File: src/rtl/ip_tx_arbiter.sv
// ip_tx_arbiter: round-robin arbiter that shares one ip_packet_tx engine among NUM_REQ requesters.
// It latches the winner's fields, pulses START_IP_TXN, tracks READY_FOR_SEND and reports completion.
`default_nettype none

module ip_tx_arbiter #(
  parameter int NUM_REQ      = 2,
  parameter int BUSY_TIMEOUT = 16,
  localparam int GW          = (NUM_REQ > 1) ? $clog2(NUM_REQ) : 1
) (
  input  logic                    ACLK,
  input  logic                    ARESET,
  input  logic                    ARB_ENABLE,
  input  logic [NUM_REQ-1:0]      REQ_VALID,
  input  logic [32*NUM_REQ-1:0]   REQ_IP_ADDRESS,
  input  logic [48*NUM_REQ-1:0]   REQ_MAC_ADDRESS,
  input  logic [10*NUM_REQ-1:0]   REQ_MESSAGE,
  output logic [NUM_REQ-1:0]      REQ_ACCEPT,
  output logic [NUM_REQ-1:0]      REQ_DONE,
  output logic [31:0]             RECIPIENT_IP_ADDRESS,
  output logic [47:0]             RECIPIENT_MAC_ADDRESS,
  output logic [9:0]              RECIPIENT_MESSAGE,
  output logic                    START_IP_TXN,
  input  logic                    READY_FOR_SEND,
  output logic [GW-1:0]           GRANT_ID,
  output logic                    ARB_BUSY,
  output logic                    TX_ERROR
);

  localparam int CW = (BUSY_TIMEOUT > 2) ? $clog2(BUSY_TIMEOUT) : 1;

  typedef enum logic [1:0] {
    IDLE      = 2'd0,
    START     = 2'd1,
    WAIT_BUSY = 2'd2,
    WAIT_DONE = 2'd3
  } state_t;

  state_t               state, state_nxt;
  logic [GW-1:0]        last_grant, last_grant_nxt;
  logic [GW-1:0]        grant, grant_nxt;
  logic [CW-1:0]        cnt, cnt_nxt;
  logic [NUM_REQ-1:0]   accept, accept_nxt;
  logic [NUM_REQ-1:0]   done, done_nxt;
  logic                 start, start_nxt;
  logic [31:0]          rcp_ip, rcp_ip_nxt;
  logic [47:0]          rcp_mac, rcp_mac_nxt;
  logic [9:0]           rcp_msg, rcp_msg_nxt;
  logic                 tx_err, tx_err_nxt;
  logic                 win_found;
  logic [GW-1:0]        win;

  // Search starts just after the last owner, so the previous winner ranks last.
  always_comb begin
    win_found = 1'b0;
    win       = '0;
    for (int k = 1; k <= NUM_REQ; k++) begin
      if (!win_found && REQ_VALID[(int'(last_grant) + k) % NUM_REQ]) begin
        win_found = 1'b1;
        win       = GW'((int'(last_grant) + k) % NUM_REQ);
      end
    end
  end

  always_comb begin
    state_nxt      = state;
    last_grant_nxt = last_grant;
    grant_nxt      = grant;
    cnt_nxt        = cnt;
    accept_nxt     = '0;
    done_nxt       = '0;
    start_nxt      = 1'b0;
    rcp_ip_nxt     = rcp_ip;
    rcp_mac_nxt    = rcp_mac;
    rcp_msg_nxt    = rcp_msg;
    tx_err_nxt     = tx_err;
    case (state)
      IDLE: begin
        // Holding off while REQ_DONE is high gives requesters a cycle to re-request.
        if (ARB_ENABLE && READY_FOR_SEND && win_found && (done == '0)) begin
          state_nxt       = START;
          accept_nxt[win] = 1'b1;
          start_nxt       = 1'b1;
          rcp_ip_nxt      = REQ_IP_ADDRESS[32*int'(win) +: 32];
          rcp_mac_nxt     = REQ_MAC_ADDRESS[48*int'(win) +: 48];
          rcp_msg_nxt     = REQ_MESSAGE[10*int'(win) +: 10];
          grant_nxt       = win;
          last_grant_nxt  = win;
        end
      end
      START: begin
        state_nxt = WAIT_BUSY;
        cnt_nxt   = '0;
      end
      WAIT_BUSY: begin
        if (!READY_FOR_SEND) begin
          state_nxt = WAIT_DONE;
        end else if (cnt == CW'(BUSY_TIMEOUT - 2)) begin
          tx_err_nxt      = 1'b1;
          done_nxt[grant] = 1'b1;
          state_nxt       = IDLE;
        end else begin
          cnt_nxt = cnt + CW'(1);
        end
      end
      WAIT_DONE: begin
        if (READY_FOR_SEND) begin
          done_nxt[grant] = 1'b1;
          state_nxt       = IDLE;
        end
      end
      default: state_nxt = IDLE;
    endcase
  end

  always_ff @(posedge ACLK or negedge ARESET) begin
    if (!ARESET) begin
      state      <= IDLE;
      last_grant <= GW'(NUM_REQ - 1);
      grant      <= '0;
      cnt        <= '0;
      accept     <= '0;
      done       <= '0;
      start      <= 1'b0;
      rcp_ip     <= '0;
      rcp_mac    <= '0;
      rcp_msg    <= '0;
      tx_err     <= 1'b0;
    end else begin
      state      <= state_nxt;
      last_grant <= last_grant_nxt;
      grant      <= grant_nxt;
      cnt        <= cnt_nxt;
      accept     <= accept_nxt;
      done       <= done_nxt;
      start      <= start_nxt;
      rcp_ip     <= rcp_ip_nxt;
      rcp_mac    <= rcp_mac_nxt;
      rcp_msg    <= rcp_msg_nxt;
      tx_err     <= tx_err_nxt;
    end
  end

  assign REQ_ACCEPT            = accept;
  assign REQ_DONE              = done;
  assign START_IP_TXN          = start;
  assign RECIPIENT_IP_ADDRESS  = rcp_ip;
  assign RECIPIENT_MAC_ADDRESS = rcp_mac;
  assign RECIPIENT_MESSAGE     = rcp_msg;
  assign GRANT_ID              = grant;
  assign ARB_BUSY              = (state != IDLE);
  assign TX_ERROR              = tx_err;

endmodule

`default_nettype wire

File: config.mk
export PLATFORM = sky130hd
export DESIGN_NAME = ip_tx_arbiter
export DESIGN_NICKNAME = d
export VERILOG_FILES = /design/src/rtl/ip_tx_arbiter.sv
export SDC_FILE = /design/constraint.sdc
export NUM_CORES = 1
export LEC_CHECK = 0
export BUFFER_PORTS_ARGS = -buffer_cell sky130_fd_sc_hd__clkbuf_2
export CELL_PAD_IN_SITES_DETAIL_PLACEMENT = 1
export CELL_PAD_IN_SITES_GLOBAL_PLACEMENT = 1
export CORE_ASPECT_RATIO = 1.4
export CORE_MARGIN = 2
export CORE_UTILIZATION = 30
export CTS_CLUSTER_SIZE = 12
export DETAILED_ROUTE_END_ITERATION = 7
export HOLD_SLACK_MARGIN = 0.06
export PLACE_DENSITY = 0.76
export SETUP_SLACK_MARGIN = 0.02
export SYNTH_ARGS = -nofsm -noshare
export SYNTH_HDL_FRONTEND = slang
export SYNTH_SLANG_ARGS = --single-unit
File: constraint.sdc
create_clock -name ACLK -period 2.5 [get_ports ACLK]
set_input_delay 0.25 -clock ACLK [delete_from_list [all_inputs] [get_ports ACLK]]
set_output_delay 0.25 -clock ACLK [all_outputs]
set_load 0.05 [all_outputs]
* Word-level counts from Yosys, hierarchy flattened
Cells that the tools add are included.
** Cells by class
- $add $sub $neg :: 3
- $mul :: 2
- Div/mod/pow operators :: 0
- Order comparisons :: 6
- Eq/ne operators :: 9
- Shift-type cells :: 3
- Muxes and demuxes :: 30
- Bitwise gates (word level) :: 2
- Reduce and logical (&&, ||, !) cells :: 15
** Operators by type and width (count)
- $shiftx 96x8->48 :: 1
- $shiftx 64x7->32 :: 1
- $shiftx 20x6->10 :: 1
- $mux 2 :: 9
- $mux 1 :: 14
- $reduce_and 3->1 :: 3
- $mux 4 :: 2
- $ne 2x2->1 const B :: 4
- $pmux 2 s4 :: 1
- $pmux 4 s2 :: 1
- $logic_and 1x1->1 :: 6
- $lt 2x3->1 const B :: 2
- $add 4x1->4 const B :: 1
- $eq 2x2->1 const B :: 2
- $eq 4x4->1 const B :: 1
- $logic_not 2->1 :: 2
- $lt 1x2->1 const B :: 2
- $mul 3x1->4 const A :: 1
- $pmux 2 s2 :: 1
- $reduce_bool 2->1 :: 2
- $mul 2x1->3 const A :: 1
- $ne 3x3->1 const B :: 1
- $add 1x1->1 const B :: 2
- $and 1x1->1 const A :: 2
- other kinds (5) :: 7
** Storage, ports and cells
- Register bits after elaboration :: 104
- Latch bits :: 0
- Bits in writable memories :: 0
- Memory bits (read-only) :: 0
- Input bits :: 186
- Output and inout bits :: 98
- Word-level logic and storage cells :: 81
- Memories :: 0

* Longest topological paths before layout
Gate-level depths: netlist (run 1).
- Depth after elaboration :: 15
- Gate-level depth with buffers :: 6
- Depth with buffers taken out :: 5

* Worst setup path before layout (run 1)
No wires, ideal clock.
- Path type :: register to register
- Start :: register done[0] (netlist: REQ_DONE[0])
- End :: register rcp_ip[23] (netlist: RECIPIENT_IP_ADDRESS[23])
- Library setup time :: 0.125 ns
- Arrival time :: 1.702 ns
- Data required time :: 2.375 ns
- Slack :: 0.673 ns
- Stages on the path, launching flop included :: 7
- Buffers on the path :: 3
- Period minus slack after synthesis :: 1.827 ns
- Path through :: dfrtp_1 -> and4bb_1 -> o211a_1 -> buf_6 -> buf_8 -> buf_12 -> mux2_4
** Between the ends
- Longest elaborated chain between the ends :: 3
** RTL lines
- start: declaration :: line 43 : logic [NUM_REQ-1:0] done, done_nxt;
- start signal: assignment :: line 134 : done <= done_nxt;
- $logic_not 2->1 :: line 79 : if (ARB_ENABLE && READY_FOR_SEND && win_found && (done == '0)) begin
- $logic_and 1x1->1 :: line 79
- $reduce_and 2->1 (no source line)
- end signal: assignment :: line 136 : rcp_ip <= rcp_ip_nxt;
- end: declaration :: line 45 : logic [31:0] rcp_ip, rcp_ip_nxt;
Every way passes these cells.
A chain may end at the register's enable or synchronous reset.

* Final worst setup path (run 1)
- Start :: register state[1]
- End :: register rcp_ip[0] (netlist: RECIPIENT_IP_ADDRESS[0])
** Between the ends
- Longest elaborated chain between the ends :: 2
** RTL lines
- start: declaration :: line 38 : state_t state, state_nxt;
- start signal: assignment :: line 129 : state <= state_nxt;
- $logic_not 2->1 :: line 76 : case (state)
- $reduce_and 2->1 (no source line)
Every way passes these cells.

==> results of run 1 <==
worst max-delay path, delay by kind of cell, from the launching register on:
family,cells,cell delay (ps)
multiplexers,1,400
AND/OR/NAND/NOR,1,230
flip-flops,1,430
AO/OA/AOI/OAI,1,220
buffers and inverters,1,470
registers in the layout, summed over array words and instances (netlist names):
register,flops
GRANT_ID,1
last_grant,1
REQ_DONE,2
REQ_ACCEPT,2
state,2
RECIPIENT_MESSAGE,10
RECIPIENT_MAC_ADDRESS,48
START_IP_TXN,1
TX_ERROR,1
RECIPIENT_IP_ADDRESS,32
cnt,4
cell families (layout without fill, tap and decap cells):
logic type,after synthesis,in the layout,synth area share
buf+inv,24,307,0.04573
fa+ha+maj,2,2,0.004690
compound gates,10,10,0.01477
simple gates,19,19,0.02135
mux,183,183,0.4254
flops,104,104,0.4880
stage by stage:
stage / power, uW / setup slack, ps
2_1_floorplan: 6907 / 672.7
3_3_place_gp: 8045 / 636.5
3_5_place_dp: 8194 / 562.4
4_1_cts: 9568 / 559.8
5_1_grt: 9914 / 428.9
6_report: 9413 / 578.5
final timing paths:
check | from | endpoint | slack (ps) | depth (start not counted)
min in group asynchronous | ARESET | RECIPIENT_IP_ADDRESS[13] | 490 | 2
setup reg to reg | state[1] | RECIPIENT_IP_ADDRESS[0] | 580 | 4
hold reg to reg | TX_ERROR | TX_ERROR | 460 | 1
setup / recovery | state[1] | RECIPIENT_IP_ADDRESS[0] | 580 | 4
hold / removal | READY_FOR_SEND | state[0] | 230 | 3
max in group asynchronous | ARESET | last_grant | 1220 | 3
final cells by class:
class	instances	area, sq um
fill	1986	10210
sequential	104	2604
multi-input combinational	214	2502
timing repair buffer	289	1504
tap	236	295.3
clock buffer	11	242.7
clock inverter	4	31.28
inverter	3	11.26
per-layer routing:
metal | part of all wire | GRT usage | vias to the layer above
met5 | 0 | 0 | -
li1 | - | - | 1787
met2 | 0.55 | 0.2754 | 174
met3 | 0.085 | 0.03806 | 14
met4 | 0.015 | 0.04813 | 0
met1 | 0.34 | 0.1439 | 1891
cells in the final DEF, fill, tap and decap left out, types with 2 or more instances in the layout:
master      Yosys  layout
mux2_4         56      56
buf_4           5       3
dfrtp_1       103     103
clkinvlp_4      0       3
ha_1            2       2
o211ai_1        3       3
nor2b_1         2       2
clkbuf_16       0       9
o21ai_0         2       2
a21o_1          2       2
buf_12          3       3
inv_1           3       3
mux2_2        126     126
clkbuf_2        0     282
nand3_1         4       4
nand2_1         2       2
nor2_1          2       2
and2_1          2       2
power by group:
group | switching, uW | internal [uW] | leakage [uW]
logic | 3530 | 1640 | 0.00227
clock network | 607 | 699 | 0.000124
registers | 470 | 2460 | 0.00129
total | 4610 | 4800 | 0.00368
==> run metrics, run 1 <==
status complete, no violations; post-synthesis sequential area ratio 0.4880; vias 3866; HPWL after DPL 10780 um; Post-synth top cells 126 x mux2_2, 103 x dfrtp_1, 56 x mux2_4, 8 x buf_6, 5 x buf_4; PwrDens 1309 mW/mm^2; Final Util 0.4132; crit-path cells nor2_1 -> o211a_4 -> buf_4 -> mux2_2; post-synth cell types 29; Worst-Skew Late Latency 340 ps; clock-pin slew on the worst setup and hold paths 70 ps; Worst EP arrival 2140 ps; die height 161.8 um; total CTS buffers 9; Total Routing Usage GR 0.1428; setup TNS 0 ps; Tcrit/Tclk final 0.7686; Leak Pwr 0.003676 uW; final hold vios 0; Fmax achieved 520.4 MHz; DR iter-0 viols 105; initial antenna violation count 0; placed insts 845; slew at the pin closest to its max-slew limit 618.1 ps; Die W 116.7 um; Clock Sinks 104; setup violators final 0; Setup crit end kind register; area grow syn2layout 34.78%; Post-synth EDFFs 0; fin cells 861; core footprint 0.01740 sq mm; row cnt 57; Setup Fix Bufs, Post-CTS 0; vias in the first global route 4241; layout cells sized above 1 0.7792; Main synth FF type dfrtp_1; min-delay worst type in2reg; worst clock skew 9.064 ps; CP Class reg2reg; MaxCap Viol Count 0; DRT Wirelength 13670 um; Synth Warn # 0; Pre-antenna DRT Iters 4; most frequent cell after synthesis mux2_2; Avg Inst Size Synth 15.60 sq um; gr ovfl total 0; first-pass GRT wire length 21090 um; hold_buf cts 1; VDD IR-drop max 557.7 uV; starting density of the core 0.3066; post-CTS sizing 0; async set-reset flop share out of synthesis 1.000; Crit-path slowest cell buf_4; synthesized net count 530; IO Pins 284; CTS root buf clkbuf_16; largest net degree at the start of global routing 61; CP max FO 45; WP data required 2720 ps; Netlist Area Pre-Place 0.005335 sq mm; Syn Inst Count 342; top-area cell type share of the netlist area 0.4831; final antenna-violating net count 0; cell taking the most area after synthesis dfrtp_1; via-per-instance ratio 4.490; top cells by area, synth dfrtp_1 48%, mux2_2 27%, mux2_4 16%; Rel. slew slack 0.5879; Max H-tree Level 3; gpl congestion 0.7257; die area 0.01888 sq mm; CTS tree yes; Yosys reg bits 104; Placement Cell Area 0.006907 sq mm; fin area 0.007191 sq mm; clock buffer depth 2; CP max stage delay 470 ps; max-slew violation count 0; drt wl/cell 15.87 um; min cycle time layout 1922 ps; Startpoint Class register; fin nets 809; DRC Markers 0; RSZ-0062 raised after global routing no; port buffer count 283; Min Hold Slack 228.0 ps; n_diodes 0
(Power assumes the default switching activity.)
==> run 2, diff against run 1 <==
clock period = 1.93 ns   (was 2.5 ns; I/O delays follow)
==> run 2 against run 1 <==
Critical endpoint is now RECIPIENT_IP_ADDRESS[21]. Register-to-register slack got worse by 410 ps. Die area did not move. Clock power increased by 40%.
==> run metrics, run 2 (synthesis gave the netlist of run 1 again) <==
MaxCap Viol Count 0 (unchanged); fin cells 864 (+0.35%); final antenna-violating net count 0 (unchanged); n_diodes 0 (unchanged); DRC Markers 0 (unchanged); first-pass GRT wire length 20840 um (-1.2%); total CTS buffers 9 (unchanged); Logic pwr share 0.544 (-0.006); Final Worst Setup Slack 166.4 ps (-412.1 ps); Die W 116.7 um (unchanged); vias in the first global route 4305 (+1.5%); Worst-Skew Late Latency 340 ps (about the same); switch share 0.4847 (-0.004911); layout cells sized above 1 0.7787 (about the same); port buffer count 283 (unchanged); Leak Pwr 0.003712 uW (+0.99%); slew at the pin closest to its max-slew limit 357.7 ps (-260.5 ps); clock power share 0.149 (+0.010); min cycle time layout 1764 ps (-157.9 ps); Setup crit end kind register; Int Pwr 6384 uW (+33%); post-CTS sizing 0 (unchanged); Max H-tree Level 3 (unchanged); setup TNS 0 ps (unchanged); crit path buf inv count 1 (unchanged); RSZ-0062 raised after global routing no; worst clock skew 7.903 ps (-1.162 ps); Fmax achieved 567.0 MHz (+9.0%); placed insts 847 (+0.24%); Rel. slew slack 0.7616 (+0.1736); final hold vios 0 (unchanged); max-slew violation count 0 (unchanged); via-per-instance ratio 4.461 (-0.66%); setup slack at placement 153.9 ps (-408.5 ps); VDD IR-drop max 757.5 uV (+36%); WP data required 2150 ps (-570 ps); depth of the most critical reg-to-reg path 4 (unchanged); clock buffer depth 2 (unchanged); total power draw 12390 uW (+32%); Reg power frac 0.307 (-0.005); gr ovfl total 0 (unchanged); PwrDens 1707 mW/mm^2 (+30%); initial antenna violation count 0 (unchanged); Final Util 0.4171 (+0.003883); Crit-path slowest cell dfrtp_1; Total Routing Usage GR 0.1414 (-0.001439); Levels on crit path 4 (unchanged); most common library cell in the layout ignoring fill and taps clkbuf_2; IO Pins 284 (unchanged); crit-path cells nor2_1 -> o211a_4 -> buf_12 -> mux2_2; vias 3854 (-0.31%); status complete, no violations; Net Sw Power 6005 uW (+30%); Tcrit/Tclk final 0.9138 (+0.1452); Worst EP arrival 1980 ps (-160 ps); Startpoint Class register; CTS root buf clkbuf_16; DRT Wirelength 13970 um (+2.2%); hold depth 3 (unchanged); CTS tree yes; core footprint 0.01740 sq mm (unchanged); die area 0.01888 sq mm (unchanged); max FFs per register 48 (unchanged); most frequent cells in the layout 282 x clkbuf_2, 126 x mux2_2, 103 x dfrtp_1; Setup Fix Bufs, Post-CTS 0 (unchanged); area grow syn2layout 36.05%; largest net degree at the start of global routing 50 (-18%); gpl congestion 0.7317 (+0.83%); DR iter-0 viols 78 (-26%); CP delay by family, top flip-flops; Pre-antenna DRT Iters 4 (unchanged); hold_buf cts 1 (unchanged); row cnt 57 (unchanged); CP max FO 47 (+4.4%); CP max stage delay 430 ps (-40 ps); HPWL after DPL 11140 um (+3.3%); min-delay worst type in2reg; CP Class reg2reg; fin nets 811 (+0.25%); Clock Sinks 104 (unchanged); die height 161.8 um (unchanged); clock-pin slew on the worst setup and hold paths 70 ps (about the same); setup violators final 0 (unchanged); starting density of the core 0.3066 (unchanged); drt wl/cell 16.16 um (+1.8%)
==> run 2: cell count changes in the layout (fill, tap and decap cells not counted), sizes merged <==
cell / change
buf: +2
inv: +1
clkinvlp: -2
bufinv: +1
clkbuf: +1
==> run 2: final timing paths <==
path,start,to,slack [ps]
worst max-delay path,state[1],RECIPIENT_IP_ADDRESS[21],170
worst min-delay path,READY_FOR_SEND,state[0],180
worst max register to register,state[1],RECIPIENT_IP_ADDRESS[21],170
worst min register to register,TX_ERROR,TX_ERROR,460
max in group asynchronous,ARESET,last_grant,1000
min in group asynchronous,ARESET,RECIPIENT_MAC_ADDRESS[7],300
==> run 2: metrics by stage <==
step,hold WS (ps),cell area (sq um)
4_1_cts,167.9,7258
3_3_place_gp,124.9,6947
2_1_floorplan,-102.6,5335
5_1_grt,193.6,7258
6_report,184.0,7258
3_5_place_dp,132.7,6947
==> run 2: per-layer routing <==
layer  global-route usage  part of all wire  vias to the layer above
met5                    0                 0                        -
met4              0.05294             0.025                        0
met3              0.03657             0.080                       23
met2               0.2777              0.55                      183
met1               0.1361              0.34                     1856
li1                     -                 -                     1792
==> run 2: worst min-delay path: stages <==
cell,delay (ps)
clkbuf_2,120
inv_1,60
a21o_1,110
==> run 2: power by group through the flow <==
| stage | clock network (uW) | logic, uW | registers [uW] |
|---|---|---|---|
| floorplan | 0 | 1900 | 7050 |
| global placement | 0 | 6660 | 3770 |
| detailed placement | 0 | 6810 | 3850 |
| CTS | 1920 | 6830 | 3820 |
| global route | 2000 | 7040 | 3930 |
| finish | 1840 | 6740 | 3800 |
==> run 2: area by class of cell <==
class	instances	area, sq um
repair buffers	291	1544
inverters	3	11.26
clock buffers	12	246.5
well taps	236	295.3
fillers	1977	10140
multi-input cells	214	2502
clock inverters	4	55.05
flip-flops and latches	104	2604
==> run 3, diff against run 2 <==
CORE_MARGIN = unset   (was 2)
CORE_UTILIZATION = 35   (was 30)
PLACE_DENSITY = 0.86   (was 0.76)
==> run 3 against run 2 <==
Sequential share of layout area rose by 0.32 points. Largest power group unchanged. Cell count fell by 5.1%. Clock power fell by 6%. Critical path depth did not move. Non-clock buffer count did not move. Clock skew barely moved. Global-route usage rose by 4.2 points. Critical endpoint is now RECIPIENT_MAC_ADDRESS[31]. Routed wire length rose by 1.2%.
==> run metrics, run 3 (synthesis gave the netlist of run 1 again) <==
status complete, no violations; switch share 0.4943 (+0.009552); crit-path cells nor2_1 -> o211a_4 -> buf_12 -> mux2_2; DRT Wirelength 14140 um (+1.2%); max-slew violation count 0 (unchanged); initial antenna violation count 0 (unchanged); Clock Sinks 104 (unchanged); MaxCap Viol Count 0 (unchanged); Worst EP arrival 1970 ps (about the same); Max H-tree Level 3 (unchanged); port buffer count 283 (unchanged); setup TNS 0 ps (unchanged); PwrDens 1714 mW/mm^2 (+0.43%); worst clock skew 7.908 ps (+0.005190 ps); IO Pins 284 (unchanged); metal3 WL 810 um (-27%); Leak Pwr 0.003711 uW (about the same); Pre-antenna DRT Iters 4 (unchanged); Setup Fix Bufs, Post-CTS 0 (unchanged); HPWL after DPL 11300 um (+1.4%); RSZ-0062 raised after global routing no; vias in the first global route 4523 (+5.1%); final hold vios 0 (unchanged); layout cells sized above 1 0.7818 (+0.003185); area grow syn2layout 34.85%; Reg power frac 0.308 (about the same); most frequent cells in the layout 282 x clkbuf_2, 126 x mux2_2, 103 x dfrtp_1; Placement Cell Area 0.006904 sq mm (-0.61%); VDD IR-drop max 799.6 uV (+5.6%); gpl congestion 0.7639 (+4.4%); gr ovfl total 0 (unchanged); post-CTS sizing 0 (unchanged); CP Class reg2reg; Startpoint Class register; die area 0.01575 sq mm (-17%); CP max stage delay 430 ps (about the same); fin nets 811 (unchanged); slew at the pin closest to its max-slew limit 365.7 ps (+8.044 ps); Total Routing Usage GR 0.1837 (+0.04237); core footprint 0.01499 sq mm (-14%); via-per-instance ratio 4.788 (+7.3%); n_diodes 0 (unchanged); Worst-Skew Late Latency 340 ps (about the same); WP data required 2150 ps (about the same); Rel. slew slack 0.7562 (-0.005362); DRC Markers 0 (unchanged); Int Pwr 6237 uW (-2.3%); hold_buf cts 1 (unchanged); DR iter-0 viols 90 (+15%); first-pass GRT wire length 22560 um (+8.3%); CP delay by family, top flip-flops; clock-pin slew on the worst setup and hold paths 70 ps (about the same); CTS root buf clkbuf_16; largest net degree at the start of global routing 54 (+8.0%); fin area 0.007194 sq mm (-0.88%); min cycle time layout 1750 ps (-13.74 ps); Die W 106.3 um (-8.9%); setup violators final 0 (unchanged); CTS tree yes; met1 WL 4815 um (+1.4%); clock power share 0.140 (-0.009); min-delay worst type in2reg; die height 148.1 um (-8.5%); max FFs per register 48 (unchanged); Logic pwr share 0.552 (+0.008); clock buffer depth 2 (unchanged); most common library cell in the layout ignoring fill and taps clkbuf_2; Fmax achieved 571.5 MHz (+0.79%); crit path buf inv count 1 (unchanged); vias 3926 (+1.9%); drt wl/cell 17.24 um (+6.7%); row cnt 53 (-7.0%); filler instances 1642 (-17%); starting density of the core 0.3560 (+0.04940); top layer in use met4; final antenna-violating net count 0 (unchanged); Crit-path slowest cell dfrtp_1; CP max FO 43 (-8.5%); Net Sw Power 6096 uW (+1.5%); metal2 WL 7900 um (+1.9%); Tcrit/Tclk final 0.9067 (-0.007121); total CTS buffers 9 (unchanged); Setup crit end kind register
==> run 3: cell count changes in the layout (fill, tap and decap cells not counted) <==
cell	previous run	this run
buf_4	3	2
buf_12	5	6
bufinv_16	1	0
clkbuf_1	2	0
inv_8	0	1
clkbuf_8	1	0
clkinv_2	0	2
inv_6	1	2
==> run 3: worst paths after layout <==
path,slack (ps),cells after the start,from,endpoint
setup reg to reg,180,4,state[1],RECIPIENT_MAC_ADDRESS[31]
min in group asynchronous,300,2,ARESET,REQ_ACCEPT[0]
max in group asynchronous,950,3,ARESET,RECIPIENT_MAC_ADDRESS[10]
hold / removal,200,3,READY_FOR_SEND,state[0]
setup / recovery,180,4,state[1],RECIPIENT_MAC_ADDRESS[31]
hold reg to reg,490,1,GRANT_ID,REQ_DONE[0]
==> run 3: through the flow <==
step           hold slack, ps  utilization  setup slack (ps)  instances  total power (uW)
3_3_place_gp            114.4       0.4607             282.2        803             10430
3_5_place_dp            121.7       0.4607             212.2        803             10690
4_1_cts                 186.3       0.4800             203.2        820             12480
5_1_grt                 198.5       0.4800             106.2        820             12910
2_1_floorplan          -102.6            -             102.7        342              8946
6_report                198.3       0.4800             180.1        820             12330
==> run 3: power groups by stage <==
stage | sequential, uW | clock (uW) | combinational [uW]
floorplan | 7050 | 0 | 1900
global placement | 3760 | 0 | 6670
detailed placement | 3840 | 0 | 6850
CTS | 3820 | 1800 | 6870
global route | 3940 | 1880 | 7080
finish | 3800 | 1730 | 6800
==> run 3: worst register-to-register path: stages (launching register included) <==
cell     delay [ps]
dfrtp_1         430
nor2_1          250
o211a_4         250
buf_12          270
mux2_2          440
==> run 3: cell type report <==
class | instances | area (sq um) | area share
Sequential cell | 104 | 2604 | 0.3619
Multi-Input combinational cell | 214 | 2502 | 0.3478
Timing Repair Buffer | 291 | 1556 | 0.2163
Tap cell | 192 | 240.2 | 0.03339
Clock buffer | 9 | 225.2 | 0.03130
Clock inverter | 7 | 55.05 | 0.007652
Inverter | 3 | 11.26 | 0.001565
==> run 3: routing by layer <==
metal  vias up  GRT usage
met5         -          0
met4         0    0.09375
met3        42    0.04119
met2       173     0.3445
met1      1914     0.1883
li1       1797          -
